**config.mk**
```make
export PLATFORM = sky130hd
export DESIGN_NAME = chord_voice_bank
export DESIGN_NICKNAME = d
export VERILOG_FILES = /design/src/rtl/chord_voice_bank.sv
export SDC_FILE = /design/constraint.sdc
export NUM_CORES = 1
export LEC_CHECK = 0
export ABC_CLOCK_PERIOD_IN_PS = 3500
export CAP_MARGIN = 20
export CORE_MARGIN = 1.5
export CORE_UTILIZATION = 36
export CTS_BUF_LIST = sky130_fd_sc_hd__clkbuf_16
export CTS_CLUSTER_SIZE = 10
export DETAILED_ROUTE_END_ITERATION = 10
export GPL_TIMING_DRIVEN = 0
export PLACE_DENSITY = 0.63
export SLEW_MARGIN = 20
export SYNTH_ARGS = -nofsm -noshare
export SYNTH_HDL_FRONTEND = slang
export SYNTH_SLANG_ARGS = --single-unit
```
**constraint.sdc**
```tcl
create_clock -name clk -period 3.5 [get_ports clk]
set_clock_uncertainty 0.15 [all_clocks]
set_input_delay 0.7 -clock clk [delete_from_list [all_inputs] [get_ports clk]]
set_output_delay 0.7 -clock clk [all_outputs]
set_load 0.03 [all_outputs]
```
**src/rtl/chord_voice_bank.sv**
```systemverilog
// Multi-voice note bank: per-voice note/duration/elapsed/history slots with explicit or
// lowest-finished-voice load targeting. Auto allocation is built only under CHORD_VOICE_BANK_AUTO_ALLOC_EN.
module chord_voice #(
    parameter int   NOTE_W     = 6,
    parameter int   DUR_W      = 6,
    parameter int   HIST_DEPTH = 2,
    parameter logic WAITER     = 1'b0
) (
    input  logic                         clk,
    input  logic                         reset,
    input  logic                         load,
    input  logic                         tick,
    input  logic                         done_waiting,
    input  logic [NOTE_W-1:0]            load_note,
    input  logic [DUR_W-1:0]             load_duration,
    output logic [NOTE_W-1:0]            note,
    output logic [DUR_W-1:0]             duration,
    output logic [DUR_W-1:0]             elapsed,
    output logic [HIST_DEPTH*NOTE_W-1:0] hist,
    output logic                         done
);
    logic [HIST_DEPTH-1:0][NOTE_W-1:0] hist_q;
    logic                              count;

    assign done  = (elapsed == duration);
    // Counting stops at done, so elapsed saturates at duration instead of wrapping.
    assign count = tick & (WAITER | ~done_waiting) & ~done;
    assign hist  = hist_q;

    always_ff @(posedge clk or negedge reset) begin
        if (!reset) begin
            note     <= '0;
            duration <= '0;
            elapsed  <= '0;
            hist_q   <= '0;
        end else if (load) begin
            note      <= load_note;
            duration  <= load_duration;
            elapsed   <= '0;
            hist_q[0] <= note;
            for (int k = 1; k < HIST_DEPTH; k++) hist_q[k] <= hist_q[k-1];
        end else if (count) begin
            elapsed <= elapsed + 1'b1;
        end
    end
endmodule

module chord_voice_bank #(
    parameter int NUM_VOICES = 3,
    parameter int NOTE_W     = 6,
    parameter int DUR_W      = 6,
    parameter int HIST_DEPTH = 2,
    localparam int VW        = (NUM_VOICES > 1) ? $clog2(NUM_VOICES) : 1,
    parameter logic [NUM_VOICES-1:0] WAITER_MASK = NUM_VOICES'(1)
) (
    input  logic                                   clk,
    input  logic                                   reset,
    input  logic                                   play_enable,
    input  logic                                   beat,
    input  logic                                   done_waiting,
    input  logic                                   load_valid,
    input  logic                                   load_auto,
    input  logic [VW-1:0]                          load_voice,
    input  logic [NOTE_W-1:0]                      load_note,
    input  logic [DUR_W-1:0]                       load_duration,
    output logic                                   load_ready,
    output logic                                   load_accepted,
    output logic [VW-1:0]                          load_granted_voice,
    output logic [NUM_VOICES*NOTE_W-1:0]           curr_note,
    output logic [NUM_VOICES*DUR_W-1:0]            curr_duration,
    output logic [NUM_VOICES*DUR_W-1:0]            curr_elapsed,
    output logic [NUM_VOICES*HIST_DEPTH*NOTE_W-1:0] hist_note,
    output logic [NUM_VOICES-1:0]                  done,
    output logic                                   all_done
);
    logic          explicit_ok;
    logic          take;
    logic [VW-1:0] target;

    assign explicit_ok = ({1'b0, load_voice} < (VW+1)'(NUM_VOICES));

`ifdef CHORD_VOICE_BANK_AUTO_ALLOC_EN
    logic          auto_hit;
    logic [VW-1:0] auto_idx;

    // Descending scan leaves the lowest-index finished voice as the winner.
    always_comb begin
        auto_hit = 1'b0;
        auto_idx = '0;
        for (int v = NUM_VOICES - 1; v >= 0; v--) begin
            if (done[v]) begin
                auto_hit = 1'b1;
                auto_idx = VW'(v);
            end
        end
    end

    assign load_ready = load_auto ? auto_hit : explicit_ok;
    assign target     = load_auto ? auto_idx : load_voice;
`else
    logic unused_auto;
    assign unused_auto = load_auto;
    assign load_ready  = explicit_ok;
    assign target      = load_voice;
`endif

    assign take     = load_valid & load_ready;
    assign all_done = &done;

    always_ff @(posedge clk or negedge reset) begin
        if (!reset) begin
            load_accepted      <= 1'b0;
            load_granted_voice <= '0;
        end else begin
            load_accepted <= take;
            if (take) load_granted_voice <= target;
        end
    end

    for (genvar v = 0; v < NUM_VOICES; v++) begin : g_voice
        chord_voice #(
            .NOTE_W     (NOTE_W),
            .DUR_W      (DUR_W),
            .HIST_DEPTH (HIST_DEPTH),
            .WAITER     (WAITER_MASK[v])
        ) u_voice (
            .clk           (clk),
            .reset         (reset),
            .load          (take && (target == VW'(v))),
            .tick          (beat & play_enable),
            .done_waiting  (done_waiting),
            .load_note     (load_note),
            .load_duration (load_duration),
            .note          (curr_note[v*NOTE_W +: NOTE_W]),
            .duration      (curr_duration[v*DUR_W +: DUR_W]),
            .elapsed       (curr_elapsed[v*DUR_W +: DUR_W]),
            .hist          (hist_note[v*HIST_DEPTH*NOTE_W +: HIST_DEPTH*NOTE_W]),
            .done          (done[v])
        );
    end
endmodule
```
==> run metrics, run 1 <==
mapped cell area 0.00417 sq mm; RSZ-0062 raised after global routing no; Critical Path RT 2650 ps; area growth from synthesis to layout 39.2%; Initial DRC Count 104; sw frac around 38%; drt first pass iters 4; hold_buf cts 0; Worst Reg-to-Reg Cells 4; die width 111 microns; Ys Warns 0; CTS root buffer clkbuf_16; Synthesized Nets 381; Post-CTS Setup Inserts 0; Top Usage Layer GRT met2; CTS buffer count 9; TritonCTS clock tree yes; final cycle utilization of the critical path 95.3%; leak pwr 2.66 nW; grt ovf 0; count of final setup violators 0; largest net degree at the start of global routing 58; Cell Pwr Density 685 mW/mm^2; Wirelength per Cell 15.8 microns; deepest clock path buffer count 2; routed vias/inst 4.86; WL final 10000 microns; final non-filler cell area 0.00580 sq mm; post-CTS sizing 0; GR Util met2 approximately 27%; Synth Flop Type dfrtp_1; Cell Int Power 2.48 mW; clock sinks 93; Clock transition at path regs about 60 ps; CP endpoint kind primary output; Initial Utilization between 30% and 40%; max-slew violations 0; Flop pwr share a little under 40%; first-pass GRT wire length between 15000 and 20000 microns; cell area after placement 0.00555 sq mm; count of cell types in the netlist 31; Total Nets Final 510; Post-synth ARST share 100%; Inserted Diodes 0; DR vias about 3100; Layout Cells excl Fill about 630; layout cells sized above 1 14.7%; Tot Pwr 3.98 mW; CP startpoint g_voice[2].u_voice.elapsed[0]; r2r startpoint g_voice[0].u_voice.elapsed[1]; top-count cell post-synth nand2_1; RR Endpoint g_voice[0].u_voice.elapsed[0]; antenna viol nets, final 0; area leader, netlist dfrtp_1; hpwl dp 7490 microns; Post-synth top cells nand2_1 (103), dfrtp_1 (93), mux2_2 (35); max cap viols 0; R2R setup slack 1770 ps; vias in the first global route about 3100; Seq/Total Area, Yosys roughly 56%; average size of a mapped cell 11.7 sq um; CP Max Fanout 7; Syn Inst Count between 300 and 400; top-area cell type share of the netlist area 55.8%; Clock power frac between 20 and 25%; H-tree Lvls 3; Final Hold Viols 0; FP Rows 39; Peak supply drop 339 uV; height of the die approximately 110 microns; GRT met1 Usage between 20% and 30%; startpoint types register; met3 Track Usage GR under 10%; antenna violations before repair 0; Peak Freq 300 MHz; combinational power share 39.5%; Placed Instances 618; Synth area leaders dfrtp_1 (56%), mux2_2 (9.5%), nand2_1 (9.3%); IO Port Bufs 117; core box area 0.0114 sq mm; post-synthesis register bit count 93; DRC 0; Setup crit end all_done; Slew HR 68.8%; Post-synth EDFFs 0; Tmin final approximately 3300 ps; outcome complete, no violations; Worst Path Arrival 2480 ps; gr usage total 17.0%; Setup CP Type reg2out; DIE AREA 0.0122 sq mm; worst hold path type in2async; net load switching power 1.50 mW; clk_lat worst skew between 300 and 400 ps; Tightest Pin Transition 466 ps; Boundary Pins 119; routability cong. 0.772
## worst max-delay path: stages, from the launching register on
cell             delay (ps)
dfrtp_1                 470
xor2_1                  220
nor4_4                  410
and2_1                  240
and3_1                  160
clkdlybuf4s50_1         660
## layout make-up
class | instances | area, sq um
sequential | 93 | 2330
timing repair buffer | 118 | 1200
inverter | 1 | 3.75
fill | 1066 | 5570
clock buffer | 9 | 225
tap | 143 | 179
buffer | 16 | 105
multi-input combinational | 247 | 1730
clock inverter | 6 | 31.3
## routing by layer
metal / share of wire, % / wire length (microns)
met1: 45 / 4480
met2: 47 / 4680
met3: 7.1 / 716
met4: 1.5 / 150
met5: 0 / 0
## worst min-delay path by stage
stage	from	end	slack (ps)	cells after the start
floorplan	reset	g_voice[0].u_voice.duration[0]	250	0
global placement	g_voice[0].u_voice.hist[6]	g_voice[0].u_voice.hist[6]	310	2
detailed placement	g_voice[0].u_voice.hist[11]	g_voice[0].u_voice.hist[11]	320	2
CTS	reset	g_voice[2].u_voice.duration[4]	120	1
global route	reset	g_voice[2].u_voice.duration[4]	130	1
finish	reset	g_voice[2].u_voice.duration[4]	120	1
## cells by family after synthesis
group / after synthesis / share of synthesized area [%]
AND/OR/NAND/NOR: 144 / 17.4
flip-flops: 93 / 55.8
multiplexers: 65 / 17.1
AO/OA/AOI/OAI: 17 / 2.46
buffers and inverters: 17 / 2.61
adder cells (fa/ha/maj): 3 / 0.901
XOR/XNOR: 18 / 3.78
## layout by cell type (no fill, tap or decap), types with 5 or more instances in the layout
cell and instances:
a21oi_1 12, nand2_1 103, nand2b_1 14, buf_2 9
clkbuf_16 9, nand4_1 5, mux2_1 13, mux2_2 35
mux2i_1 17, dfrtp_1 93, xor2_1 18, clkdlybuf4s50_1 116
## power groups by stage
stage / logic [mW] / clock network, mW / registers, mW
finish: 1.57 / 0.853 / 1.55
global route: 1.67 / 0.935 / 1.60
CTS: 1.59 / 0.886 / 1.56
detailed placement: 1.58 / 0 / 1.58
global placement: 1.56 / 0 / 1.56
floorplan: 0.413 / 0 / 2.03
## registers in the layout, indices dropped and copies added (netlist names)
| name | cells |
|---|---|
| g_voice.u_voice.elapsed | 18 |
| g_voice.u_voice.duration | 18 |
| g_voice.u_voice.hist | 36 |
| load_granted_voice | 2 |
| load_accepted | 1 |
| g_voice.u_voice.note | 18 |
## stage by stage
stage / utilization [%] / hold slack, ps / setup WS, ps / TNS, ps
final: 51.0 / 119 / 165 / 0
after global routing: 51.0 / 134 / 65.6 / 0
after CTS: 51.0 / 118 / 136 / 0
after detailed placement: 48.8 / 316 / 507 / 0
after global placement: 48.5 / 313 / -1940 / -179620
after floorplan: - / 254 / 1000 / 0
Power figures use the tool's default switching activity.
==> inputs of run 2 (changes only) <==
ABC_AREA = 1   (was unset)
==> run metrics, run 2 <==
final cycle utilization of the critical path 91.2% (was 95.3%); CP Max Fanout 9 (was 7); Syn Inst Count 461 (was 357); Largest register FFs 36 (unchanged); TritonCTS clock tree yes (unchanged); post-CTS sizing 0 (unchanged); routed vias/inst 4.81 (was 4.86); layout cells sized above 1 12.3% (was 14.7%); largest net degree at the start of global routing 52 (was 58); drt first pass iters 4 (unchanged); hpwl dp 8050 microns (was 7490 microns); most frequent cells in the layout nand2_1 (126), clkdlybuf4s50_1 (116), dfrtp_1 (93) (was clkdlybuf4s50_1 (116), nand2_1 (103), dfrtp_1 (93)); Tot Pwr 3.94 mW (was 3.98 mW); Critical Path RT 2650 ps (about the same); setup ws final 310 ps (was 165 ps); sw frac 36.8% (was 37.7%); clk_lat worst skew 340 ps (was 330 ps); core box area 0.0116 sq mm (was 0.0114 sq mm); Peak Freq 313 MHz (was 300 MHz); post-synthesis register bit count 93 (unchanged); Synthesized Nets 485 (was 381); Boundary Pins 119 (unchanged); WL final 11000 microns (was 10000 microns); Tightest Pin Transition 460 ps (was 466 ps); Post-CTS Setup Inserts 0 (unchanged); net load switching power 1.45 mW (was 1.50 mW); compound-cell area share of the yosys netlist 5.38% (was 2.46%); Initial Utilization 37.4% (was 36.7%); outcome complete, no violations (unchanged); die width 113 microns (was 111 microns); worst slack at placement 649 ps (was 507 ps); Setup CP Type reg2out (unchanged); deepest clock path buffer count 2 (unchanged); Post-synth EDFFs 0 (unchanged); Synth area leaders dfrtp_1 (54%), nand2_1 (11%), mux2_2 (5.7%) (was dfrtp_1 (56%), mux2_2 (9.5%), nand2_1 (9.3%)); Peak supply drop 339 uV (about the same); grt ovf 0 (unchanged); Synth Flop Type dfrtp_1 (unchanged); Post-synth ARST share 100% (unchanged); Seq/Total Area, Yosys 53.5% (was 55.8%); antenna violations before repair 0 (unchanged); Synth Area in Simple Gates 20.3% (was 17.4%); max cap viols 0 (unchanged); metal3 WL 767 microns (was 716 microns); max-slew violations 0 (unchanged); first-pass GRT wire length 17900 microns (was 16400 microns); r2r startpoint g_voice[0].u_voice.elapsed[0] (was g_voice[0].u_voice.elapsed[1]); worst hold path type in2async (unchanged); vias in the first global route 3479 (was 3149); Wirelength per Cell 14.8 microns (was 15.8 microns); area growth from synthesis to layout 38.6% (was 39.2%); met1 wire length 4900 microns (was 4480 microns); Final Hold Viols 0 (unchanged); Post-synth top cells nand2_1 (126), dfrtp_1 (93), inv_1 (62) (was nand2_1 (103), dfrtp_1 (93), mux2_2 (35)); Inserted Diodes 0 (unchanged); post-synthesis xor/xnor area fraction 2.01% (was 3.78%); main combinational cell family by area after synthesis simple AND/OR/NAND/NOR gates (unchanged); FP Rows 39 (unchanged); Layout Cells excl Fill 738 (was 633); startpoint types register (unchanged); met2 wire length 5120 microns (was 4680 microns); Synth Area in Adders 0.863% (was 0.901%); R2R setup slack 1800 ps (was 1770 ps); count of final setup violators 0 (unchanged); DRC 0 (unchanged); Total Nets Final 614 (was 510); gr usage total 17.9% (was 17.0%); count of cell types in the netlist 27 (was 31); mapped cell area 0.00435 sq mm (was 0.00417 sq mm); commonest non-fill, non-tap cell in the layout nand2_1 (was clkdlybuf4s50_1); DIE AREA 0.0127 sq mm (was 0.0122 sq mm); hold_buf cts 0 (unchanged); top-area cell type share of the netlist area 53.5% (was 55.8%); Cell Int Power 2.49 mW (was 2.48 mW); Initial DRC Count 139 (was 104); uppermost layer routed met4 (unchanged); RR Endpoint g_voice[0].u_voice.elapsed[0] (unchanged); area leader, netlist dfrtp_1 (unchanged); Worst Reg-to-Reg Cells 8 (was 4); Flop pwr share 38.0% (was 39.0%); CP endpoint kind primary output (unchanged); height of the die 113 microns (was 111 microns); H-tree Lvls 3 (unchanged); DR vias 3550 (was 3077); Tmin final 3190 ps (was 3330 ps); CTS root buffer clkbuf_16 (unchanged); IO Port Bufs 117 (unchanged); antenna viol nets, final 0 (unchanged); RSZ-0062 raised after global routing no (unchanged); Placed Instances 722 (was 618); Worst Path Arrival 2340 ps (was 2480 ps); CTS buffer count 9 (unchanged); combinational power share 37.0% (was 39.5%); Clock power frac 25.0% (was 21.5%); Hold WS 125 ps (was 119 ps); mux cell area share after synthesis 7.77% (was 17.1%); average size of a mapped cell 9.43 sq um (was 11.7 sq um); Slew HR 69.3% (was 68.8%); leak pwr 2.99 nW (was 2.66 nW); Cell Pwr Density 654 mW/mm^2 (was 685 mW/mm^2); Ys Warns 0 (unchanged); routability cong. 0.811 (was 0.772); clock sinks 93 (unchanged); Clock transition at path regs 70 ps (was 60 ps); top-count cell post-synth nand2_1 (unchanged)
run 2: cell count changes in the layout (fill, tap and decap cells not counted), moves of 8 or more:
cell / change
inv_1: +62
o21ai_0: +41
nand2_1: +23
nand3_1: +20
mux2i_1: -17
nor2_1: +16
nand4_1: +15
nand2b_1: -14
mux2_1: -13
mux2_2: -13
a21oi_1: -9
xor2_1: -8
run 2: layout make-up:
type,instances,area [sq um]
Multi-Input combinational cell,285,1580
Buffer,21,210
Clock buffer,9,225
Sequential cell,93,2330
Fill cell,1097,5580
Tap cell,143,179
Clock inverter,7,76.3
Timing Repair Buffer,118,1200
Inverter,62,233
run 2: metrics by stage:
step           instance area (sq um)  util, %  TNS (ps)
6_report                        6030     51.9         0
5_1_grt                         6030     51.9         0
4_1_cts                         6030     51.9         0
3_5_place_dp                    5730     49.3         0
3_3_place_gp                    5700     49.1   -175960
2_1_floorplan                   4350        -         0
run 2: worst max-delay path by stage:
stage                                        startpoint                        endpoint  slack, ps  cells after the start
after global routing      g_voice[0].u_voice.elapsed[0]                        all_done        180                      7
after floorplan           g_voice[0].u_voice.elapsed[0]                        all_done        870                      6
after CTS                 g_voice[0].u_voice.elapsed[0]                        all_done        290                      7
after global placement                            reset  g_voice[0].u_voice.duration[2]      -1900                      1
final                     g_voice[0].u_voice.elapsed[0]                        all_done        310                      7
after detailed placement                  load_voice[0]                      load_ready        650                      3
run 2: logic make-up after synthesis:
group	count (synthesis)
buf+inv	83
fa+ha+maj	3
flops	93
compound gates	46
xor+xnor	10
simple gates	198
mux	28
run 2: critical path, cell delays in order, from the launching register on:
cell,delay (ps)
dfrtp_1,480
inv_1,110
nand2_1,70
nand2_1,40
nor2_1,130
nand3_2,220
nor3_1,260
clkdlybuf4s50_1,700
run 2: layer usage:
metal | vias to the layer above | track usage (%)
met5 | - | 0
met4 | 0 | 6.00
met3 | 15 | 5.95
met2 | 102 | 28.4
met1 | 1708 | 23.3
li1 | 1725 | -
run 2: power by group through the flow:
stage	registers [mW]	clock network (mW)	logic, mW
final	1.50	0.984	1.46
after global routing	1.54	1.06	1.56
after CTS	1.50	1.01	1.48
after detailed placement	1.52	0	1.47
after global placement	1.51	0	1.45
after floorplan	1.94	0	0.397
==> inputs of run 3 (changes only) <==
GPL_ROUTABILITY_DRIVEN = 0   (was unset)
==> results of run 3 <==
The final DEF is identical to that of run 2; final timing and power are the same.
